<file path="src/rtl/pong_match_ctrl.sv">
// Pong match sequencer: serve timing, score pulses, win detection and game-over.
// Optional build macro PONG_WIN_BY_TWO_EN requires a two-point lead to win.
module pong_match_ctrl #(
    parameter int WIN_SCORE   = 11,
    parameter int SERVE_TICKS = 60
) (
    input  logic       clk,
    input  logic       reset,
    input  logic       tick,
    input  logic       btn_start,
    input  logic       miss_l,
    input  logic       miss_r,
    output logic [1:0] d_inc,
    output logic       d_clr,
    output logic       ball_hold,
    output logic       ball_launch,
    output logic       game_over,
    output logic       winner,
    output logic [2:0] state
);

    typedef enum logic [2:0] {
        IDLE  = 3'd0,
        SERVE = 3'd1,
        PLAY  = 3'd2,
        SCORE = 3'd3,
        OVER  = 3'd4
    } state_t;

    localparam logic [6:0] SCORE_MAX  = 7'd99;
    localparam logic [6:0] WIN        = 7'(WIN_SCORE);
    localparam logic [7:0] TIMER_LOAD = 8'(SERVE_TICKS);

    state_t     r_state;
    state_t     w_state_nxt;
    logic [6:0] r_score_l;
    logic [6:0] r_score_r;
    logic [6:0] w_score_l_nxt;
    logic [6:0] w_score_r_nxt;
    logic [7:0] r_timer;
    logic [7:0] w_timer_nxt;
    logic       r_btn_prev;
    logic       r_btn_blocked;
    logic       w_start_edge;
    logic [1:0] w_d_inc_nxt;
    logic       w_d_clr_nxt;
    logic       w_launch_nxt;
    logic       w_winner_nxt;
    logic       w_win_l;
    logic       w_win_r;

    // A button held through reset stays blocked until it has been seen released.
    assign w_start_edge = btn_start && !r_btn_prev && !r_btn_blocked;

`ifdef PONG_WIN_BY_TWO_EN
    assign w_win_l = (r_score_l == SCORE_MAX) ||
                     ((r_score_l >= WIN) && ({1'b0, r_score_l} >= ({1'b0, r_score_r} + 8'd2)));
    assign w_win_r = (r_score_r == SCORE_MAX) ||
                     ((r_score_r >= WIN) && ({1'b0, r_score_r} >= ({1'b0, r_score_l} + 8'd2)));
`else
    assign w_win_l = (r_score_l == WIN) || (r_score_l == SCORE_MAX);
    assign w_win_r = (r_score_r == WIN) || (r_score_r == SCORE_MAX);
`endif

    always_comb begin
        w_state_nxt   = r_state;
        w_score_l_nxt = r_score_l;
        w_score_r_nxt = r_score_r;
        w_timer_nxt   = r_timer;
        w_d_inc_nxt   = 2'b00;
        w_d_clr_nxt   = 1'b0;
        w_launch_nxt  = 1'b0;
        w_winner_nxt  = winner;
        case (r_state)
            IDLE, OVER: begin
                if (w_start_edge) begin
                    w_d_clr_nxt   = 1'b1;
                    w_score_l_nxt = '0;
                    w_score_r_nxt = '0;
                    w_timer_nxt   = TIMER_LOAD;
                    w_state_nxt   = SERVE;
                end
            end
            SERVE: begin
                if (tick) begin
                    if (r_timer == 8'd1) begin
                        w_launch_nxt = 1'b1;
                        w_state_nxt  = PLAY;
                    end else begin
                        w_timer_nxt = r_timer - 8'd1;
                    end
                end
            end
            PLAY: begin
                if (miss_l && miss_r) begin
                    w_timer_nxt = TIMER_LOAD;
                    w_state_nxt = SERVE;
                end else if (miss_r) begin
                    w_score_l_nxt = (r_score_l == SCORE_MAX) ? SCORE_MAX : r_score_l + 7'd1;
                    w_d_inc_nxt   = 2'b01;
                    w_state_nxt   = SCORE;
                end else if (miss_l) begin
                    w_score_r_nxt = (r_score_r == SCORE_MAX) ? SCORE_MAX : r_score_r + 7'd1;
                    w_d_inc_nxt   = 2'b10;
                    w_state_nxt   = SCORE;
                end
            end
            SCORE: begin
                if (w_win_l) begin
                    w_winner_nxt = 1'b0;
                    w_state_nxt  = OVER;
                end else if (w_win_r) begin
                    w_winner_nxt = 1'b1;
                    w_state_nxt  = OVER;
                end else begin
                    w_timer_nxt = TIMER_LOAD;
                    w_state_nxt = SERVE;
                end
            end
            default: w_state_nxt = IDLE;
        endcase
    end

    always_ff @(posedge clk) begin
        if (reset) begin
            r_state       <= IDLE;
            r_score_l     <= '0;
            r_score_r     <= '0;
            r_timer       <= '0;
            r_btn_prev    <= 1'b0;
            r_btn_blocked <= btn_start;
            d_inc         <= '0;
            d_clr         <= 1'b0;
            ball_hold     <= 1'b1;
            ball_launch   <= 1'b0;
            game_over     <= 1'b0;
            winner        <= 1'b0;
        end else begin
            r_state     <= w_state_nxt;
            r_score_l   <= w_score_l_nxt;
            r_score_r   <= w_score_r_nxt;
            r_timer     <= w_timer_nxt;
            r_btn_prev  <= btn_start;
            if (!btn_start) begin
                r_btn_blocked <= 1'b0;
            end
            d_inc       <= w_d_inc_nxt;
            d_clr       <= w_d_clr_nxt;
            ball_hold   <= (w_state_nxt != PLAY);
            ball_launch <= w_launch_nxt;
            game_over   <= (w_state_nxt == OVER);
            winner      <= w_winner_nxt;
        end
    end

    assign state = r_state;

endmodule
</file>
<file path="config.mk">
export PLATFORM = sky130hd
export DESIGN_NAME = pong_match_ctrl
export DESIGN_NICKNAME = d
export VERILOG_FILES = /design/src/rtl/pong_match_ctrl.sv
export SDC_FILE = /design/constraint.sdc
export NUM_CORES = 1
export LEC_CHECK = 0
export BUFFER_PORTS_ARGS = -buffer_cell sky130_fd_sc_hd__buf_2
export CORE_UTILIZATION = 60
export CTS_CLUSTER_DIAMETER = 60
export CTS_CLUSTER_SIZE = 24
export DETAILED_ROUTE_END_ITERATION = 16
export PLACE_DENSITY = 0.82
export SLEW_MARGIN = 20
export SYNTH_ARGS = -nofsm -noshare
export SYNTH_HDL_FRONTEND = slang
export SYNTH_SLANG_ARGS = --single-unit
</file>
<file path="constraint.sdc">
create_clock -name clk -period 4.1 [get_ports clk]
set_clock_uncertainty 0.1 [all_clocks]
set_input_delay 0.82 -clock clk [delete_from_list [all_inputs] [get_ports clk]]
set_output_delay 0.82 -clock clk [all_outputs]
set_load 0.02 [all_outputs]
</file>
* After elaboration in Yosys (flattened, before gate mapping)
Cells that the tools add are included.
Operators by class: $add $sub $neg 3, equality and inequality tests 22, multiplexer cells 34, bitwise operators 4, reductions and logical operators 20
Operators by type and width (count):
- 7-bit 2-to-1 mux | 8
- 8-bit 2-to-1 mux | 6
- 8-bit case mux with 4 select lines | 1
- 7-bit case mux with 2 select lines | 2
- 3-bit 2-to-1 mux | 8
- 2-bit inequality test (second input constant) | 11
- 7-bit by 1-bit adder with 7-bit output (second input constant) | 2
- 7-bit by 4-bit equality test with 1-bit output (second input constant) | 2
- 7-bit equality test (second input constant) | 2
- 3-bit case mux with 4 select lines | 1
- 8-bit by 1-bit equality test with 1-bit output (second input constant) | 1
- 8-bit by 1-bit subtractor with 8-bit output (second input constant) | 1
- 1-bit 2-to-1 mux | 7
- 7-bit AND reduction | 1
- 3-bit by 2-bit equality test with 1-bit output (second input constant) | 2
- 3-bit equality test (second input constant) | 2
- 3-bit OR reduction | 2
- 5-bit AND reduction | 1
- 1-bit inverter | 4
- 4-bit AND reduction | 1
- 2-bit nonzero test | 2
- 4-bit nonzero test | 1
- 2-bit OR reduction | 2
- 4-bit OR reduction | 1
- 8 further kinds | 12
Word-level totals: register bits after elaboration 34, input port bits 6, output and inout bits 10, logic and storage cells 96

* Depth between registers and ports, before layout
depth in word-level cells 6, mapped depth 7, gate-level depth less buffers 7

* Worst setup path after synthesis
Ideal clock, no wire load.
path kind input to register, start in btn_start, end reg r_score_l[4], arrival 1.947 ns, slack 1.932 ns, stages on the path 5, buffers on the path 0, cells stage by stage or3b_1 o32ai_4 o2111ai_1 xor2_1 nor2_2
Between the ends: cells in the longest elaborated chain, start to end 4
RTL lines:
- start, declared | line 10 | input logic btn_start,
- 1-bit logical AND (2 in a row) | line 53 | assign w_start_edge = btn_start && !r_btn_prev && !r_btn_blocked;
- 2-bit inequality test (no source line)
- 4-bit AND reduction (no source line)
- end signal, assigned | line 140 | r_score_l <= w_score_l_nxt;
- end, declared | line 36 | logic [6:0] r_score_l;
No other way between the ends. A chain may end at the register's enable or synchronous reset.

* Worst setup path after layout
start reg r_state[1] (netlist: state[1]), end reg r_score_l[4]
Between the ends: cells in the longest elaborated chain, start to end 4, elaborated cells on any way between the ends 10
RTL lines:
- start, declared | line 34 | state_t r_state;
- start signal, assigned | line 139 | r_state <= w_state_nxt;
- 3-bit equality test or 3-bit zero test (tied branches) | line 74 | case (r_state)
- 2-bit OR reduction | line 74
- 2-bit inequality test (no source line) or 2-bit nonzero test (tied branches)
- 4-bit AND reduction (no source line)
Parallel ways exist; a longest one is shown, timed or not.

==> run metrics <==
outcome complete, but fails checks; failing checks DRC; Layout fillers 227; Post-DP HPWL about 3000 um; setup TNS 0 ns; CP Max Fanout 14; Detailed Route WL approximately 4200 um; grt ovf 0; vias in the first global route 1499; Post-synth top cells dfxtp_1, a21oi_1, nor2_1; Sink Count 34; max frequency 431 MHz; Hold Crit Depth 1; Worst path top cell family by delay simple AND/OR/NAND/NOR gates; post-route design area roughly 1900 sq um; Initial Util 64.9%; Max-Cap Viols 0; routability cong. 0.881; area grow syn2layout 7.15%; Synth cell types 49; CTS root buf clkbuf_4; Final Total Pwr between 0.0006 and 0.0007 W; slew of the pin with the lowest slew margin 0.725 ns; DR vias 1669; Max rail drop VDD 0.231 mV; final setup fails 0; core area 2810 sq um; htree depth 2; Worst setup SP type flip-flop; FF+latch area between 600 and 700 sq um; pin count of the biggest net entering global routing 31; Mapped Cells 213; Seq/Total Area, Yosys 38.0%; antenna-violating nets left 0; power density over the cells 333 nW/um^2; DP Area approximately 1900 sq um; multi-input logic area 1050 sq um; Worst-Skew Late Latency 0.35 ns; R2R depth 5; Pre-Repair DR Iteration Count 10; Crit. End Element flip-flop; initial antenna violation count 0; CP max stage cell or3b_1; Num CTS Buffers 5; Layout Nets approximately 240; Post-synth EDFFs 1; number of synthesized register bits 34; Die Width approximately 57 um; total track usage 27.5%; Inst Count DP 249; min Tclk post-route around 2.3 ns; post-CTS setup buffers 0; critical path arrival ~2.5 ns; Non-Filler Instances 257; Vias/cell around 6.5; DIE AREA approximately 3300 sq um; fin. max-slew vios 0; clock-pin slew of the registers on the worst-case setup and hold paths 0.10 ns; Worst path depth 5; share of the synthesized area in the top cell type 36.3%; Worst Path Required 4.25 ns; Post-Syn Area 1820 sq um; deepest clock path buffer count 2; final number of hold-violating endpoints 0; RSZ-0062 raised after global routing no; hold-fix buffer count after cts 0; total of warnings raised by yosys 0; number of diodes 0; die height between 50 and 60 um; first-pass GRT wire length 6910 um; DR iter-0 viols 58; DR WL/cell around 16 um; slowest stage delay, CP 0.66 ns; dominant cells by area after synthesis dfxtp_1, a21oi_1, nor2_1; CP Buf/Inv Count 0; row count 19; Slew HR 51.0%; Main synth FF type dfxtp_1; port bufs 15; count leader, synth dfxtp_1; syn_nets approximately 220; post-CTS sizing 0; DRC errors left 2; cells along the critical path or3b_1, o32ai_4, o2111ai_1, xor2_1, nor2_2; io pins 16; share of post-route cells with drive strength above 1 16.4%; FFs w/ async S/R, synth 0%; critical path class reg -> reg; Leakage 0.745 nW; dominant cell type by area after synthesis dfxtp_1; average size of a mapped cell 8.54 sq um; hold crit path type reg -> reg; CTS tree done; period utilization 56.6%
==> layout by cell type, fill, tap and decap left out, types with 5 or more instances in the layout <==
cell type | netlist | layout
nand3_1 | 7 | 7
inv_1 | 8 | 8
a21oi_1 | 24 | 24
nor3_1 | 9 | 9
nand3b_1 | 5 | 5
nor2_1 | 22 | 22
and3_1 | 6 | 6
clkbuf_4 | 0 | 5
dfxtp_1 | 33 | 33
nand2_1 | 10 | 10
o21ai_0 | 11 | 11
buf_2 | 2 | 15
==> metal layers <==
layer	part of all wire [%]	routed length (um)	global-route usage, %	up-vias
met1	45	1890	34.6	804
met4	1.7	72	11.1	0
met2	48	2030	44.9	53
met5	0	0	0	-
met3	5.3	224	7.71	7
li1	-	-	-	805
==> path summary, 6_finish.rpt <==
check	start	endpoint	slack, ns
worst min register to register	r_score_r[6]	r_score_r[6]	0.39
worst min-delay path	r_score_r[6]	r_score_r[6]	0.39
worst max register to register	state[1]	r_score_l[4]	1.78
worst max-delay path	state[1]	r_score_l[4]	1.78
==> kinds of logic (layout without fill, tap and decap cells) <==
kind of cell / Yosys count / in the layout / share of synthesized area (%)
adders and majority gates: 4 / 4 / 2.75
DFF: 34 / 34 / 38.0
buffers and inverters: 19 / 32 / 4.47
and+or+nand+nor: 85 / 85 / 27.4
xor gates and xnor gates: 3 / 3 / 1.44
AOI/OAI and AO/OA: 66 / 66 / 24.8
muxes: 2 / 2 / 1.10
==> state kept, by name, summed over array words and instances (netlist names) <==
register and count:
state 3, ball_hold 1, d_clr 1, ball_launch 1, r_timer 8, r_score_r 7, d_inc 2, r_score_l 7
r_btn_prev 1, game_over 1, r_btn_blocked 1, winner 1
==> cell type report <==
cell class              instances  area share [%]
inverters                       8            1.54
clock inverters                 1           0.257
multi-input cells             160            53.7
flip-flops and latches         34            35.4
repair buffers                 16            4.24
well taps                      31            1.99
clock buffers                   7            2.82
==> power by group <==
part / internal [W] / total [W] / switching, W
Sequential: 0.000342 / 0.000356 / 0.0000134
Clock: 0.0000830 / 0.000199 / 0.000116
Combinational: 0.0000357 / 0.0000946 / 0.0000589
Total: 0.000461 / 0.000649 / 0.000188
==> through the flow <==
stage | setup slack, ns | util (%) | hold WS [ns]
3_3_place_gp | 1.74 | 67.4 | 0.350
4_1_cts | 1.81 | 69.5 | 0.392
3_5_place_dp | 1.61 | 67.4 | 0.371
6_report | 1.78 | 69.5 | 0.395
5_1_grt | 1.65 | 69.5 | 0.422
2_1_floorplan | 1.93 | - | 0.337
(Power assumes the default switching activity.)
